--- config.mk ---
export PLATFORM = sky130hd
export DESIGN_NAME = input_unit
export DESIGN_NICKNAME = d
export VERILOG_FILES = /design/src/rtl/input_unit_pkg.sv /design/src/rtl/xy_route.sv /design/src/rtl/input_unit.sv
export SDC_FILE = /design/constraint.sdc
export NUM_CORES = 1
export LEC_CHECK = 0
export BUFFER_PORTS_ARGS = -buffer_cell sky130_fd_sc_hd__clkbuf_2
export CAP_MARGIN = 20
export CORE_MARGIN = 3
export CORE_UTILIZATION = 52
export CTS_CLUSTER_SIZE = 40
export DETAILED_ROUTE_END_ITERATION = 6
export GPL_ROUTABILITY_DRIVEN = 1
export PLACE_DENSITY = 0.76
export SETUP_SLACK_MARGIN = 0.2
export SKIP_LAST_GASP = 1
export SLEW_MARGIN = 10
export SYNTH_ARGS = -nofsm -noshare
export SYNTH_HDL_FRONTEND = slang
export SYNTH_SLANG_ARGS = --single-unit
--- constraint.sdc ---
create_clock -name clk -period 5.1 [get_ports clk]
set_input_delay 1.02 -clock clk [delete_from_list [all_inputs] [get_ports clk]]
set_output_delay 1.02 -clock clk [all_outputs]
set_load 0.01 [all_outputs]
--- src/rtl/input_unit_pkg.sv ---
// Router input-port definitions: flit field offsets and output-port
// label codes shared by the input unit and the switch allocator.
package input_unit_pkg;

  localparam int SRC_HI  = 39;
  localparam int SRC_LO  = 36;
  localparam int DST_HI  = 35;
  localparam int DST_LO  = 32;
  localparam int TS_HI   = 31;
  localparam int TS_LO   = 24;
  localparam int DATA_HI = 23;
  localparam int DATA_LO = 2;
  localparam int TYPE_HI = 1;
  localparam int TYPE_LO = 0;

  localparam int LABEL_W = 4;

  typedef enum logic [LABEL_W-1:0] {
    PORT_L = 4'd0,
    PORT_N = 4'd1,
    PORT_E = 4'd2,
    PORT_S = 4'd3,
    PORT_W = 4'd4
  } port_e;

endpackage

--- src/rtl/xy_route.sv ---
// Combinational XY route: resolves column first, then row, into a
// local output-port label for a 2x2-bit mesh destination.
module xy_route
  import input_unit_pkg::*;
#(
  parameter int X_ID = 0,
  parameter int Y_ID = 0
) (
  input  logic [3:0]         dst,
  output logic [LABEL_W-1:0] label
);

  localparam logic [1:0] XC = 2'(X_ID);
  localparam logic [1:0] YC = 2'(Y_ID);

  logic [1:0] dx;
  logic [1:0] dy;

  assign dx = dst[3:2];
  assign dy = dst[1:0];

  always_comb begin
    label = PORT_L;
    unique case (1'b1)
      (dx > XC):              label = PORT_E;
      (dx < XC):              label = PORT_W;
      (dx == XC && dy > YC):  label = PORT_N;
      (dx == XC && dy < YC):  label = PORT_S;
      (dx == XC && dy == YC): label = PORT_L;
    endcase
  end

endmodule

--- src/rtl/input_unit.sv ---
// Router input port: circular flit buffer with XY route label computed
// on the write path and stored beside each flit.
module input_unit
  import input_unit_pkg::*;
#(
  parameter int DATASIZE = 40,
  parameter int DEPTH    = 4,
  parameter int X_ID     = 0,
  parameter int Y_ID     = 0
) (
  input  logic                      clk,
  input  logic                      rst,
  input  logic                      in_valid,
  input  logic [DATASIZE-1:0]       in_data,
  output logic                      full,
  output logic                      out_valid,
  output logic [DATASIZE-1:0]       out_data,
  output logic [LABEL_W-1:0]        out_label,
  input  logic                      out_ready,
  output logic [$clog2(DEPTH):0]    occupancy,
  output logic                      overflow
);

  localparam int PW = $clog2(DEPTH);
  localparam int CW = PW + 1;

  logic [DATASIZE-1:0] flit_mem  [DEPTH];
  logic [LABEL_W-1:0]  label_mem [DEPTH];

  logic [PW-1:0]      wr_ptr;
  logic [PW-1:0]      rd_ptr;
  logic [CW-1:0]      count;
  logic               push;
  logic               pop;
  logic [LABEL_W-1:0] wr_label;

  // Handshake status comes from the registered count only.
  assign full      = (count == CW'(DEPTH));
  assign out_valid = (count != '0);
  assign occupancy = count;

  assign push = in_valid & ~full;
  assign pop  = out_valid & out_ready;

  xy_route #(
    .X_ID (X_ID),
    .Y_ID (Y_ID)
  ) u_route (
    .dst   (in_data[DST_HI:DST_LO]),
    .label (wr_label)
  );

  always_ff @(posedge clk) begin
    if (push && !rst) begin
      flit_mem[wr_ptr]  <= in_data;
      label_mem[wr_ptr] <= wr_label;
    end
  end

  always_ff @(posedge clk) begin
    if (rst) begin
      wr_ptr   <= '0;
      rd_ptr   <= '0;
      count    <= '0;
      overflow <= 1'b0;
    end else begin
      if (push) wr_ptr <= wr_ptr + 1'b1;
      if (pop)  rd_ptr <= rd_ptr + 1'b1;
      unique case ({push, pop})
        2'b10:   count <= count + 1'b1;
        2'b01:   count <= count - 1'b1;
        default: count <= count;
      endcase
      if (in_valid && full) overflow <= 1'b1;
    end
  end

  assign out_data  = out_valid ? flit_mem[rd_ptr]  : '0;
  assign out_label = out_valid ? label_mem[rd_ptr] : '0;

  a_count_bound: assert property (
    @(posedge clk) disable iff (rst) count <= CW'(DEPTH)
  );

  a_label_legal: assert property (
    @(posedge clk) disable iff (rst) out_label <= LABEL_W'(PORT_W)
  );

endmodule

==> results of run 1 <==
==> power groups by stage <==
stage	Clock (mW)	Combinational, mW	Sequential (mW)
final	1.33	0.975	1.83
after global routing	1.43	1.06	1.86
after CTS	1.36	0.996	1.84
after detailed placement	0	0.993	1.87
after global placement	0	0.966	1.88
after floorplan	0	0.835	1.76
==> metal layers <==
layer | vias to the layer above | wire (um) | track usage
li1 | 1515 | - | -
met1 | 1713 | 5096 | 0.2291
met2 | 110 | 5803 | 0.2697
met3 | 18 | 646 | 0.04700
met4 | 0 | 189 | 0.06718
met5 | - | 0 | 0
==> cells by family (layout without fill, tap and decap cells) <==
logic type | after synthesis | in the layout | share of synthesized area
buffers and inverters | 26 | 141 | 0.02722
multiplexers | 43 | 43 | 0.1370
flip-flops | 178 | 178 | 0.7456
adder cells (fa/ha/maj) | 6 | 6 | 0.01174
AO/OA/AOI/OAI | 9 | 9 | 0.006758
XOR/XNOR | 3 | 3 | 0.003736
other | 1 | 2 | 0.0005331
AND/OR/NAND/NOR | 64 | 64 | 0.06741
==> cell usage after synthesis, types with 4 or more instances <==
| cell | count |
|---|---|
| dfxtp_1 | 10 |
| nor2b_1 | 32 |
| edfxtp_1 | 168 |
| inv_1 | 8 |
| nor3b_1 | 4 |
| nor2b_4 | 10 |
| ha_1 | 5 |
| mux4_2 | 40 |
| nor2_1 | 8 |
| buf_2 | 8 |
| a21oi_1 | 5 |
| buf_12 | 4 |
==> worst max-delay path, delay by kind of cell (launching register included) <==
family	cells	cell delay [ps]
buffers and inverters	1	160
flip-flops	1	920
AND/OR/NAND/NOR	1	140
multiplexers	1	630
==> worst min-delay path by stage <==
| stage | startpoint | to | slack [ps] | cells past startpoint |
|---|---|---|---|---|
| 2_1_floorplan | rd_ptr[1]$_SDFFE_PP0P_ | flip-flop | 460 | 2 |
| 3_3_place_gp | overflow$_SDFFE_PP0P_ | overflow$_SDFFE_PP0P_ | 450 | 2 |
| 3_5_place_dp | overflow$_SDFFE_PP0P_ | overflow$_SDFFE_PP0P_ | 470 | 2 |
| 4_1_cts | overflow$_SDFFE_PP0P_ | overflow$_SDFFE_PP0P_ | 480 | 2 |
| 5_1_grt | rd_ptr[1]$_SDFFE_PP0P_ | flip-flop | 520 | 2 |
| 6_report | overflow$_SDFFE_PP0P_ | overflow$_SDFFE_PP0P_ | 480 | 2 |
==> flip-flops by register name, summed over array words and instances (netlist names), named ones only <==
| signal | cells |
|---|---|
| flit_mem | 160 |
| label_mem | 8 |
| occupancy | 3 |
| overflow | 1 |
| rd_ptr | 2 |
| wr_ptr | 2 |
==> cell type report <==
type | count | area [um2]
repair buffers | 101 | 543.0
clock inverters | 15 | 190.2
flip-flops and latches | 178 | 5250
well taps | 172 | 215.2
fillers | 880 | 4652
clock buffers | 17 | 425.4
multi-input cells | 127 | 1622
inverters | 8 | 30.03
==> impl_metrics.ini, run 1 <==
[run_status]
status = complete, no violations

[setup_path]
crit_path_cell_trace = mux4_1 > nor2b_1 > clkbuf_2
worstRegToRegCells = 8
crit_required_ps = 4080
crit_fanout = 42
r2r_setup_slack_ps = 2570
worst_setup_path_end_kind = output port
cp_slowest_cell = dfxtp_4
cpPeakStageDelay_ps = 920
start_kind = flip-flop
reg2reg_from = occupancy[2]$_SDFFE_PP0P_
crit_arrival_ps = 2310
crit_type = reg -> out
crit_path_end = out_label[1]
r2r_end = occupancy[2]$_SDFFE_PP0P_

[yosys]
yosys_warnings = 0
yosysTopAreaCell = edfxtp_1
synth-async-reset-ratio = 0
ys_top_cells_by_area = edfxtp_1, mux4_2, dfxtp_1
synth_edf_count = 168
yosysSeqAreaShare = 0.7456
syn_area_per_cell_um2 = 21.32
syn_inst = 330
synth_area_mm2 = 0.007034
yosysTopAreaCellShare = 0.7172
synth-seq-cells = 178
synth_cell_types = 28
synth_ff_type = edfxtp_1

[min_path]
hold_class = reg -> reg

[global_route]
grt_overflow = 0
grt_pass1_vias = 3481
grt_pass1_wl_mm = 18.39
grt_usage = 0.1708
antenna_found_initial = 0
grt_max_degree = 46

[sta]
fmax_mhz = 300.5
rsz0062_at_grt = no
finalSetupTns_ps = 0
finalHoldViolations = 0
skew_ps = 11.39
fin_crit_ps = 3328
maxSlewHeadroom = 0.4256
fin_crit_sh = 0.6525
tightest_slew_ps = 861.6
slew_violations = 0
setup_viol = 0
fin_ws_ps = 1772
whs_ps = 479.0

[floorplan]
initial_core_util = 0.5441
core_mm2 = 0.01293
die_y_um = 122.3
die_x_um = 122.3
io_pins = 94
row_count = 41
die_area_mm2 = 0.01496

[power_and_ir_drop]
pwr-share-clk = 0.322
p_sw_mw = 1.120
p_leak_nw = 2.867
powerDensity_mw_per_mm2 = 499.7
comb_power_share = 0.236
power.share.switching = 0.2708
p_int_mw = 3.016
ir_worst_vdd_mv = 0.4424
seqPwrFrac = 0.442
p_total_mw = 4.135

[clock_tree]
hold_buffers = 0
htree_num_levels = 4
clk_latency_ps = 430
cts_resized = 0
cts.clk_slew.worst_paths_ps = 60
cts_sinks = 178
clock-root-buffer = clkbuf_16
post-cts-setup-buffers = 0
cts-buffers-inserted = 17
cts_buffer_depth = 2
cts_tree = done

[placed_design]
place_hpwl_mm = 6.963
io_buffers = 91
postPlaceCellArea_mm2 = 0.007660
place_ws_ps = 2153
gp_congestion = 0.7050
dp_cells = 586

[drt]
via_per_inst = 5.430
dr.pass1.iters = 4
wl_per_cell_um = 18.99
ant_nets = 0
wl_mm = 11.74
drc_errors = 0
num_vias = 3356
dr.first_iter.drc_count = 222

[cells_and_area]
area_delta_synth_final_pct = 17.65
antenna_cells = 0
stdcell_area_mm2 = 0.008275
stdcell_count = 618
fin_util = 0.6401
final_cell_mix = edfxtp_1, clkbuf_2, mux4_2
layout-drive-gt1-share = 0.4238
nets = 483
mostFrequentLayoutCell = edfxtp_1

[job]
max_cap_violations = 0
(Power assumes the default switching activity.)
==> inputs of run 2 (changes only) <==
ABC_AREA = 1   (was not set)
clock period = 2.8 ns   (was 5.1 ns; I/O delays follow)
==> run 2 against run 1 <==
Against the previous run:
- critical path depth up 2
- cell area grew 1.6%
- global-route usage increased by 3.3 points
- critical endpoint is now out_data[32]
- register-to-register slack worse by 1800 ps
- clock-buffer cell count increased by 7
- combinational power grew 130%
- via count grew 41%
- area after synthesis hardly changed
- worst setup slack lost 1400 ps
- first-iteration DRC count increased by 120%
- total power increased by 92%
- sequential power up 72%
==> impl_metrics.ini, run 2 <==
[yosys]
synth_commonest_cells = nor2_1, edfxtp_1, o21ai_0
synth-async-reset-ratio = 0
synth_most_common_cell = nor2_1
synth_ff_type = edfxtp_1
syn_inst = 579
synth_cell_types = 21
yosysSeqAreaShare = 0.7452
syn_area_per_cell_um2 = 12.16
ys_top_cells_by_area = edfxtp_1, nor2_1, o21ai_0
synth_area_mm2 = 0.007038
synth_edf_count = 168
yosysTopAreaCellShare = 0.7168
synth-seq-cells = 178
yosys_warnings = 0
yosysTopAreaCell = edfxtp_1

[clock_tree]
cts_sinks = 178
htree_num_levels = 4
cts-buffers-inserted = 17
post-cts-setup-buffers = 0
hold_buffers = 0
cts_tree = done
clk_latency_ps = 430
cts.clk_slew.worst_paths_ps = 60
clock-root-buffer = clkbuf_16
cts_buffer_depth = 2

[sta]
fin_crit_ps = 2436
maxSlewHeadroom = 0.6216
finalHoldViolations = 0
fin_crit_sh = 0.8701
slew_violations = 0
skew_ps = 6.016
tightest_slew_ps = 567.6
setup_viol = 0
fmax_mhz = 410.5
whs_ps = 336.7
rsz0062_at_grt = no

[setup_path]
crit_required_ps = 2240
crit_arrival_ps = 1880
crit_fanout = 60
worst_setup_path_end_kind = output port
start_kind = flip-flop
crit_type = reg -> out

[drt]
dr.first_iter.drc_count = 492
num_vias = 4717
via_per_inst = 5.536
ant_nets = 0
drc_errors = 0
wl_mm = 15.09
dr.pass1.iters = 5
wl_per_cell_um = 17.71

[cells_and_area]
stdcell_count = 852
regMostFlops = flit_mem
antenna_cells = 0
stdcell_area_mm2 = 0.008407
layout-drive-gt1-share = 0.2074
largest_reg_flops = 160
area_delta_synth_final_pct = 19.45
fin_util = 0.6503
nets = 717
mostFrequentLayoutCell = nor2_1
final_cell_mix = nor2_1, edfxtp_1, clkbuf_2

[min_path]
hold_class = in -> reg

[placed_design]
place_hpwl_mm = 8.140
dp_cells = 819
gp_congestion = 0.8590
io_buffers = 91
postPlaceCellArea_mm2 = 0.007717

[floorplan]
row_count = 41
io_pins = 94
core_mm2 = 0.01293
die_area_mm2 = 0.01497
initial_core_util = 0.5444
die_y_um = 122.3
die_x_um = 122.3

[global_route]
grt_overflow = 0
grt_pass1_wl_mm = 22.90
grt_pass1_vias = 4579
antenna_found_initial = 0
grt_usage = 0.2036
grt_max_degree = 85

[run_status]
status = complete, no violations

[job]
max_cap_violations = 0

[power_and_ir_drop]
ir_worst_vdd_mv = 0.6248
p_total_mw = 7.924
p_leak_nw = 3.101
powerDensity_mw_per_mm2 = 942.6
[run 2: final cells by class]
| cell class | count | area [um2] |
|---|---|---|
| Timing Repair Buffer | 101 | 630.6 |
| Clock buffer | 24 | 501.7 |
| Clock inverter | 8 | 147.6 |
| Fill cell | 932 | 4521 |
| Inverter | 22 | 90.09 |
| Tap cell | 172 | 215.2 |
| Sequential cell | 178 | 5248 |
| Multi-Input combinational cell | 347 | 1574 |
[run 2: metrics by stage]
step / setup slack [ps] / TNS [ps]
floorplan: -361.5 / -60730
global placement: 663.5 / 0
detailed placement: 598.8 / 0
CTS: 255.1 / 0
global route: 227.2 / 0
finish: 363.7 / 0
[run 2: path summary, 6_finish.rpt]
kind | cells after the start | start | slack, ps | end
worst min register to register | 1 | overflow$_SDFFE_PP0P_ | 470 | overflow$_SDFFE_PP0P_
worst max-delay path | 5 | flip-flop | 360 | out_data[32]
worst max register to register | 13 | occupancy[0]$_SDFFE_PP0P_ | 820 | occupancy[2]$_SDFFE_PP0P_
worst min-delay path | 2 | rst | 340 | flip-flop
[run 2: what timing repair did]
action / CTS / global route
gates cloned: 0 / 1
setup endpoints to repair: 6 / 14
endpoints found under the hold margin: 0 / 0
resized for setup: 1 / 6
[run 2: cell families after synthesis]
group / share of synthesized area
other cells: 0.0005328
buf+inv: 0.03591
simple gates: 0.1109
fa+ha+maj: 0.01173
compound gates: 0.09565
flops: 0.7452
[run 2: worst max-delay path: stages, from the launching register on]
cell,delay (ps)
dfxtp_2,370
inv_4,220
buf_12,280
o21ai_0,150
a21oi_1,230
clkbuf_2,170
[run 2: report_power, final]
group | switching [mW] | internal [mW] | total, mW | leakage (nW)
clock network | 0.927 | 1.61 | 2.54 | 0.309
logic | 1.49 | 0.745 | 2.24 | 1.18
registers | 0.0694 | 3.08 | 3.15 | 1.61
[run 2: routing by layer]
layer / wire length [um] / track usage
met3: 1205 / 0.05899
met4: 223 / 0.09657
met1: 6065 / 0.2474
met5: 0 / 0
met2: 7595 / 0.3367
==> inputs of run 3 (changes only) <==
BUFFER_PORTS_ARGS = -buffer_cell sky130_fd_sc_hd__buf_2   (was -buffer_cell sky130_fd_sc_hd__clkbuf_2)
CORE_ASPECT_RATIO = 0.75   (was not set)
==> run 3 against run 2 <==
Against the previous run:
- total power shrank 2.0%
- clock skew grew 2.4 ps
- register-to-register slack lost 70 ps
- hold slack lost 13 ps
- via count shrank 2.3%
- clock-buffer cell count shrank 7
- sequential power is essentially flat
- critical path type unchanged
==> impl_metrics.ini, run 3 (synthesized netlist as in run 2, its figures left out) <==
[run_status]
status = complete, no violations

[power_and_ir_drop]
powerDensity_mw_per_mm2 = 931.4
ir_worst_vdd_mv = 0.6569
p_total_mw = 7.766
p_leak_nw = 3.100

[clock_tree]
cts-buffers-inserted = 17
clock-root-buffer = clkbuf_16
cts_buffer_depth = 2
cts_tree = done
cts.clk_slew.worst_paths_ps = 60
cts_sinks = 178
htree_num_levels = 4
clk_latency_ps = 420
post-cts-setup-buffers = 0

[setup_path]
crit_type = reg -> out
start_kind = flip-flop
worst_setup_path_end_kind = output port
crit_required_ps = 2240
crit_arrival_ps = 1880
crit_fanout = 24

[global_route]
grt_usage = 0.2008
grt_overflow = 0
grt_max_degree = 51
grt_pass1_wl_mm = 22.98
grt_use_met2 = 0.3258
top_usage_layer = met2
met1_usage = 0.2701
antenna_found_initial = 1
gr-usage-met3 = 0.04458
grt_pass1_vias = 4503

[cells_and_area]
regMostFlops = flit_mem
stdcell_count = 856
ff_latch_area_mm2 = 0.005248
multi_input_area_mm2 = 0.001574
mostFrequentLayoutCell = nor2_1
layout-drive-gt1-share = 0.2123
largest_reg_flops = 160
nFillCells = 964
area_delta_synth_final_pct = 18.47
nets = 721
final_cell_mix = nor2_1, edfxtp_1, buf_2

[job]
max_cap_violations = 0

[drt]
wl_per_cell_um = 17.17
dr.first_iter.drc_count = 376
wl_mm = 14.70
num_vias = 4607
dr.pass1.iters = 6
ant_nets = 0
drc_errors = 0
via_per_inst = 5.382

[sta]
finalHoldViolations = 0
rsz0062_at_grt = no
slew_violations = 0
fmax_mhz = 409.6
skew_ps = 8.367
maxSlewHeadroom = 0.6289
fin_crit_sh = 0.8720
setup_viol = 0
tightest_slew_ps = 556.6
whs_ps = 323.3
fin_crit_ps = 2442

[placed_design]
place_hpwl_mm = 8.683
dp_cells = 823
io_buffers = 91
gp_congestion = 0.7829

[floorplan]
core_mm2 = 0.01311
io_pins = 94
die_y_um = 106.8
die_x_um = 140.3
die_area_mm2 = 0.01498
row_count = 36
initial_core_util = 0.5369

[min_path]
hold_class = in -> reg
run 3: cell count changes in the layout (fill, tap and decap cells not counted), moves of 2 or more:
cell,change
clkinvlp_4,-2
clkbuf_2,-91
clkbuf_1,-2
buf_6,+2
clkbuf_8,-5
clkinv_4,+4
buf_12,-2
buf_2,+91
inv_6,+3
buf_4,+6
diode_2,+2
run 3: layer usage:
layer / wire, um / vias up
li1: - / 2198
met1: 6209 / 2206
met2: 7113 / 176
met3: 1136 / 25
met4: 235 / 2
met5: 7 / -
run 3: worst paths after layout:
path	start	end	slack (ps)	cells after the start
max	flip-flop	out_data[9]	360	5
min	rst	flip-flop	320	2
max reg2reg	occupancy[0]$_SDFFE_PP0P_	flit_mem[0][21]$_DFFE_PP_	750	7
min reg2reg	overflow$_SDFFE_PP0P_	overflow$_SDFFE_PP0P_	460	1
run 3: worst max-delay path: stages (launching register included):
cell	delay [ps]
dfxtp_2	340
inv_2	190
buf_4	300
o21ai_0	170
a21oi_1	270
buf_2	180
run 3: what timing repair did:
action | in CTS | in global routing
endpoints found under the hold margin | 0 | 0
resized for setup | 1 | 5
hold buffers | 0 | 0
setup endpoints to repair | 21 | 14
run 3: report_power, final:
group | switching (mW) | leakage, nW | internal [mW]
registers | 0.0629 | 1.61 | 3.08
clock network | 0.993 | 0.294 | 1.41
logic | 1.46 | 1.20 | 0.753
run 3: area by class of cell:
cell class | count | share of cell area
flip-flops and latches | 178 | 0.6294
diodes | 2 | 0.0006002
repair buffers | 105 | 0.07263
clock inverters | 14 | 0.02146
clock buffers | 17 | 0.05102
inverters | 22 | 0.01050
multi-input cells | 347 | 0.1888
well taps | 171 | 0.02566
run 3: per-stage QoR:
stage                     utilization  setup TNS, ps  setup WS, ps  cell area, um2
after floorplan                     -         -60730        -361.5            7042
after global placement         0.5887              0         672.6            7716
after detailed placement       0.5887              0         499.0            7716
after CTS                      0.6349              0         247.3            8322
after global routing           0.6357              0         220.5            8333
final                          0.6361              0         358.4            8338
